<file path="src/rtl/adc_sel_pkg.sv">
// rtl/adc_sel_pkg.sv - shared state encoding and select helpers for adc_source_select
package adc_sel_pkg;

  typedef enum logic [1:0] {
    BLANK,
    SETTLE,
    WAIT_SAMPLE,
    STREAM
  } sel_state_t;

  // A select value names a real source only when it is 1..n; 0 and anything above n blank the output.
  function automatic logic sel_in_range(input logic [3:0] sel, input int unsigned n);
    return (sel != 4'd0) && (32'(sel) <= n);
  endfunction

endpackage

</file>
<file path="src/rtl/adc_source_select_settle_timer.sv">
// rtl/adc_source_select_settle_timer.sv - loadable down-counter timing the post-switch blank window
module settle_timer #(
  parameter int W = 5
) (
  input  logic         clk,
  input  logic         reset,
  input  logic         load,
  input  logic [W-1:0] load_val,
  output logic         done
);

  logic [W-1:0] cnt_q;

  always_ff @(posedge clk or posedge reset) begin
    if (reset) begin
      cnt_q <= '0;
    end else if (load) begin
      cnt_q <= load_val;
    end else if (cnt_q != '0) begin
      cnt_q <= cnt_q - 1'b1;
    end
  end

  // Flag the last settle cycle so the FSM leaves SETTLE on the same edge the count expires.
  assign done = (cnt_q == W'(1));

endmodule

</file>
<file path="src/rtl/adc_source_select.sv">
// rtl/adc_source_select.sv - registered ADC source mux with settle blanking, valid/ready output and overrun flag
module adc_source_select
  import adc_sel_pkg::*;
#(
  parameter int NUM_SRC       = 3,
  parameter int DATA_W        = 12,
  parameter int SETTLE_CYCLES = 16,
  parameter int SEL_W         = $clog2(NUM_SRC + 1)
) (
  input  logic                      clk,
  input  logic                      reset,
  input  logic [SEL_W-1:0]          data_select,
  input  logic [NUM_SRC*DATA_W-1:0] src_data,
  input  logic [NUM_SRC-1:0]        src_valid,
  input  logic                      hold,
  output logic [DATA_W-1:0]         out_data,
  output logic                      out_valid,
  input  logic                      out_ready,
  output logic                      switching,
  output logic                      overrun
);

  localparam int TW = (SETTLE_CYCLES > 0) ? $clog2(SETTLE_CYCLES + 1) : 1;

  sel_state_t        state_q;
  logic [SEL_W-1:0]  sel_q;
  logic [DATA_W-1:0] out_data_q;
  logic              out_valid_q;
  logic              switching_q;
  logic              overrun_q;

  logic [DATA_W-1:0] slice_d;
  logic              strobe_d;
  logic              sel_change;
  logic              new_in_range;
  logic              accept;
  logic              capture;
  logic              settle_done;

  always_comb begin
    slice_d  = '0;
    strobe_d = 1'b0;
    for (int k = 1; k <= NUM_SRC; k++) begin
      if (sel_q == SEL_W'(k)) begin
        slice_d  = src_data[k*DATA_W-1 -: DATA_W];
        strobe_d = src_valid[k-1];
      end
    end
  end

  assign sel_change   = (data_select != sel_q);
  assign new_in_range = sel_in_range(4'(data_select), NUM_SRC);
  assign accept       = out_valid_q && out_ready;
  assign capture      = ((state_q == WAIT_SAMPLE) || (state_q == STREAM)) && strobe_d && !hold;

  settle_timer #(.W(TW)) u_settle_timer (
    .clk      (clk),
    .reset    (reset),
    .load     (sel_change),
    .load_val (new_in_range ? TW'(SETTLE_CYCLES) : TW'(0)),
    .done     (settle_done)
  );

  always_ff @(posedge clk or posedge reset) begin
    if (reset) begin
      state_q     <= BLANK;
      sel_q       <= '0;
      out_data_q  <= '0;
      out_valid_q <= 1'b0;
      switching_q <= 1'b0;
      overrun_q   <= 1'b0;
    end else if (sel_change) begin
      // A select change outranks everything, including a strobe landing in the same cycle.
      sel_q       <= data_select;
      out_data_q  <= '0;
      out_valid_q <= 1'b0;
      overrun_q   <= 1'b0;
      if (!new_in_range) begin
        state_q     <= BLANK;
        switching_q <= 1'b0;
      end else begin
        state_q     <= (SETTLE_CYCLES == 0) ? WAIT_SAMPLE : SETTLE;
        switching_q <= 1'b1;
      end
    end else begin
      case (state_q)
        BLANK: begin
          switching_q <= 1'b0;
        end
        SETTLE: begin
          if (settle_done) begin
            state_q <= WAIT_SAMPLE;
          end
        end
        WAIT_SAMPLE, STREAM: begin
          if (capture) begin
            out_data_q  <= slice_d;
            out_valid_q <= 1'b1;
            if (out_valid_q && !out_ready) begin
              overrun_q <= 1'b1;
            end
            state_q     <= STREAM;
            switching_q <= 1'b0;
          end else if (accept) begin
            out_valid_q <= 1'b0;
          end
        end
        default: begin
          state_q <= BLANK;
        end
      endcase
    end
  end

  assign out_data  = out_data_q;
  assign out_valid = out_valid_q;
  assign switching = switching_q;
  assign overrun   = overrun_q;

endmodule

</file>
<file path="config.mk">
export PLATFORM = sky130hd
export DESIGN_NAME = adc_source_select
export DESIGN_NICKNAME = d
export VERILOG_FILES = /design/src/rtl/adc_sel_pkg.sv /design/src/rtl/adc_source_select_settle_timer.sv /design/src/rtl/adc_source_select.sv
export SDC_FILE = /design/constraint.sdc
export NUM_CORES = 1
export LEC_CHECK = 0
export ABC_AREA = 1
export ABC_CLOCK_PERIOD_IN_PS = 1550
export CAP_MARGIN = 20
export CORE_ASPECT_RATIO = 0.5
export CORE_MARGIN = 5
export CORE_UTILIZATION = 25
export CTS_CLUSTER_SIZE = 10
export DETAILED_ROUTE_END_ITERATION = 12
export GPL_TIMING_DRIVEN = 0
export PLACE_DENSITY_LB_ADDON = 0.1
export SETUP_SLACK_MARGIN = 0.5
export SYNTH_ARGS = -nofsm -noshare
export SYNTH_HDL_FRONTEND = slang
export SYNTH_SLANG_ARGS = --single-unit
</file>
<file path="constraint.sdc">
create_clock -name clk -period 1.55 [get_ports clk]
set_clock_uncertainty 0.2 [all_clocks]
set_input_delay 0.31 -clock clk [delete_from_list [all_inputs] [get_ports clk]]
set_output_delay 0.31 -clock clk [all_outputs]
set_load 0.02 [all_outputs]
</file>
==> reports/metrics.yaml <==
floorplan:
  die_area_mm2: 0.00712
  fp-row-count: 19
  start_util_pct: 25.4
  core_mm2: 0.00537
  die_h_um: 62.2
  die_w_um: 114
  ios: 60
worst_setup_path:
  worstSetupPathType: "input port to flop"
  timing.rr.start: "sel_q[1]"
  worst_path_largest_cell_delay_ns: 0.46
  cpMaxStageDelayCell: "clkdlybuf4s50_1"
  worstPathCellList: "clkdlybuf4s50_1 > nand3_1 > nand3_4 > nand2_4 > nor2_4 > buf_4 > nand2_1 > nand2_1"
  worstPathRequired_ns: 1.56
  startpoint_type: "input port"
  path_common_cell: "nand2_1"
  end_kind: "flop"
  startpoint: "src_valid[2]"
  cp.arrival_ns: 1.55
  crit_fanout: 5
worst_hold_path:
  hold_start: "data_select[0]"
  min_path_type: "input port to flop"
job:
  drv_cap: 0
logic_synthesis:
  avgSynthCellArea_um2: 7.29
  synth_common_cells: "nand2_1, dfrtp_1, nand3_1, inv_1"
  syn_area_mm2: 0.00136
  seq_area_frac_synth_pct: 44.1
  yosys_warnings: 0
  synthArstFlopShare_pct: 100
  post-synth-top-area-cell: "dfrtp_1"
  synth_edf_count: 0
  yosysMostFrequentCell: "nand2_1"
  synthFlopType: "dfrtp_1"
  netlist_instances: 187
  yosys_register_bits: 24
  yosysUniqueCellTypes: 24
  synthesis.nets: 234
  synthTopCellsByArea: "dfrtp_1, nand2_1, nand3_1, inv_1, buf_6"
  synth_top_area_share_pct: 44.1
sta:
  period_minus_slack_ns: 1.54
  maxSlewViolCount: 0
  finalSetupViolCount: 0
  hold_viol: 0
  tightestPinTransition_ns: 0.319
  fin_setup_tns_ns: 0
  slew_headroom_pct: 78.7
  rsz0062_at_grt: "yes"
  max_freq_mhz: 648
  period_share_pct: 99.5
placed_design:
  hpwl_um: 2930
  place_inst: 319
  gp_congestion: 0.751
  port_buffers: 59
drt:
  ant_nets: 0
  wl_um: 3990
  wl_per_cell_um: 11.8
  num_vias: 1410
  drtIter0Drc: 32
  first_pass_iters: 4
  drcViolationCount: 0
  via_per_inst: 4.16
cells_and_area:
  antennaDiodeCount: 0
  fill_cells: 580
  synthToLayoutAreaGrowth_pct: 75.8
  drive_gt1_share_pct: 27.4
  final_cells: 339
  finish.net_count: 315
global_route:
  grt_pass1_wl_um: 6390
  grt.busiest_layer: "met2"
  grt_pass1_vias: 1405
  grt-ovfl-total: 0
  antenna_found_initial: 0
  grtUsageMet1_pct: 13.0
  grtUsageTotal_pct: 11.1
  met3_usage_pct: 3.98
  grt.met2_usage_pct: 19.4
  grt_max_degree: 25
clock_network:
  htreeDepth: 1
  clockBufferDepth: 2
  worstSkewPairLatency_ns: 0.27
  cts_made_buffers: 3
  clk_pin_slew_ns: 0.09
  holdBufCountCts: 0
  cts-root-buf: "clkbuf_8"
  clkSinkCount: 24
  cts_tree: "done"
power_and_ir_drop:
  pwr_density_cell_mw_per_mm2: 607
  p_leak_nw: 1.17
  peakVddDrop_mv: 0.327
  power_w: 0.00145
status:
  outcome: "complete, no violations"
[sequential cells by signal, indices dropped and copies added, names as in the netlist]
signal / count
overrun: 1
u_settle_timer.cnt_q: 5
out_data: 12
sel_q: 2
out_valid: 1
state_q: 2
switching: 1
[stage by stage]
stage	setup slack (ns)	cell area, um^2	util, %	hold slack, ns
2_1_floorplan	0.187	1380	-	0.125
3_3_place_gp	-0.335	2060	38.3	0.256
3_5_place_dp	-0.348	2060	38.3	0.258
4_1_cts	0.0334	2240	41.7	0.202
5_1_grt	-0.0764	2390	44.6	0.220
6_report	0.00745	2390	44.6	0.200
[logic make-up (layout without fill, tap and decap cells)]
group	Yosys count	in the layout	synth area share [%]
XOR/XNOR	2	2	1.29
buffers and inverters	23	102	8.26
adder cells (fa/ha/maj)	2	2	1.84
AND/OR/NAND/NOR	126	126	40.2
flip-flops	24	24	44.1
AO/OA/AOI/OAI	10	10	4.32
[final cells by class]
type	count	area, um^2	area share (%)
Timing Repair Buffer	75	763	31.9
Multi-Input combinational cell	140	759	31.7
Sequential cell	24	603	25.2
Tap cell	73	91.3	3.81
Buffer	8	68.8	2.87
Inverter	15	60.1	2.51
Clock buffer	3	41.3	1.72
Timing Repair inverter	1	7.51	0.313
[critical path: cells and delay by family]
| family | cells | cell delay [ns] |
|---|---|---|
| buf+inv | 2 | 0.62 |
| simple gates | 6 | 0.62 |
[placed cells by master, fill, tap and decap left out, types with 2 or more instances in the layout]
cell type	synthesis	layout
nand2_1	88	85
clkdlybuf4s50_1	0	42
dfrtp_1	24	22
buf_6	3	19
nand3_1	19	16
buf_4	0	14
inv_1	14	9
inv_2	1	5
nand2_2	5	5
nor2_1	5	4
nand3_2	1	3
nor2_4	2	3
nand2_4	1	3
clkbuf_8	0	3
o21ai_1	0	2
clkbuf_1	2	2
nand4_1	2	2
a21oi_1	3	2
clkinvlp_4	0	2
dlygate4sd2_1	0	2
dfrtp_2	0	2
[worst paths after layout]
check / to / slack [ns] / cells after the start
min in group asynchronous: switching / 0.26 / 2
max: out_data[9] / 0.007 / 8
max in group asynchronous: sel_q[1] / 0.65 / 2
max reg2reg: out_data[9] / 0.02 / 8
min reg2reg: out_data[6] / 0.30 / 2
min: sel_q[0] / 0.20 / 2
[metal layers]
metal  share of wire [%]  wire, um
met1                  45      1790
met2                  50      1990
met3                 4.7       187
met4                0.68        27
met5                   0         0
[timing repair]
action | in CTS | in global routing
gates cloned | 1 | 2
gates resized for setup | 102 | 25
endpoints found under the hold margin | 0 | 0
pin swaps | 4 | 4
endpoints found under the setup margin | 61 | 61
setup buffers | 7 | 7
[power by group]
part | internal [W] | switching (W) | total, W
combinational | 0.000224 | 0.000189 | 0.000413
sequential | 0.000648 | 0.0000210 | 0.000669
clock | 0.000174 | 0.000198 | 0.000372
total | 0.00105 | 0.000409 | 0.00145
(Power assumes the default switching activity.)
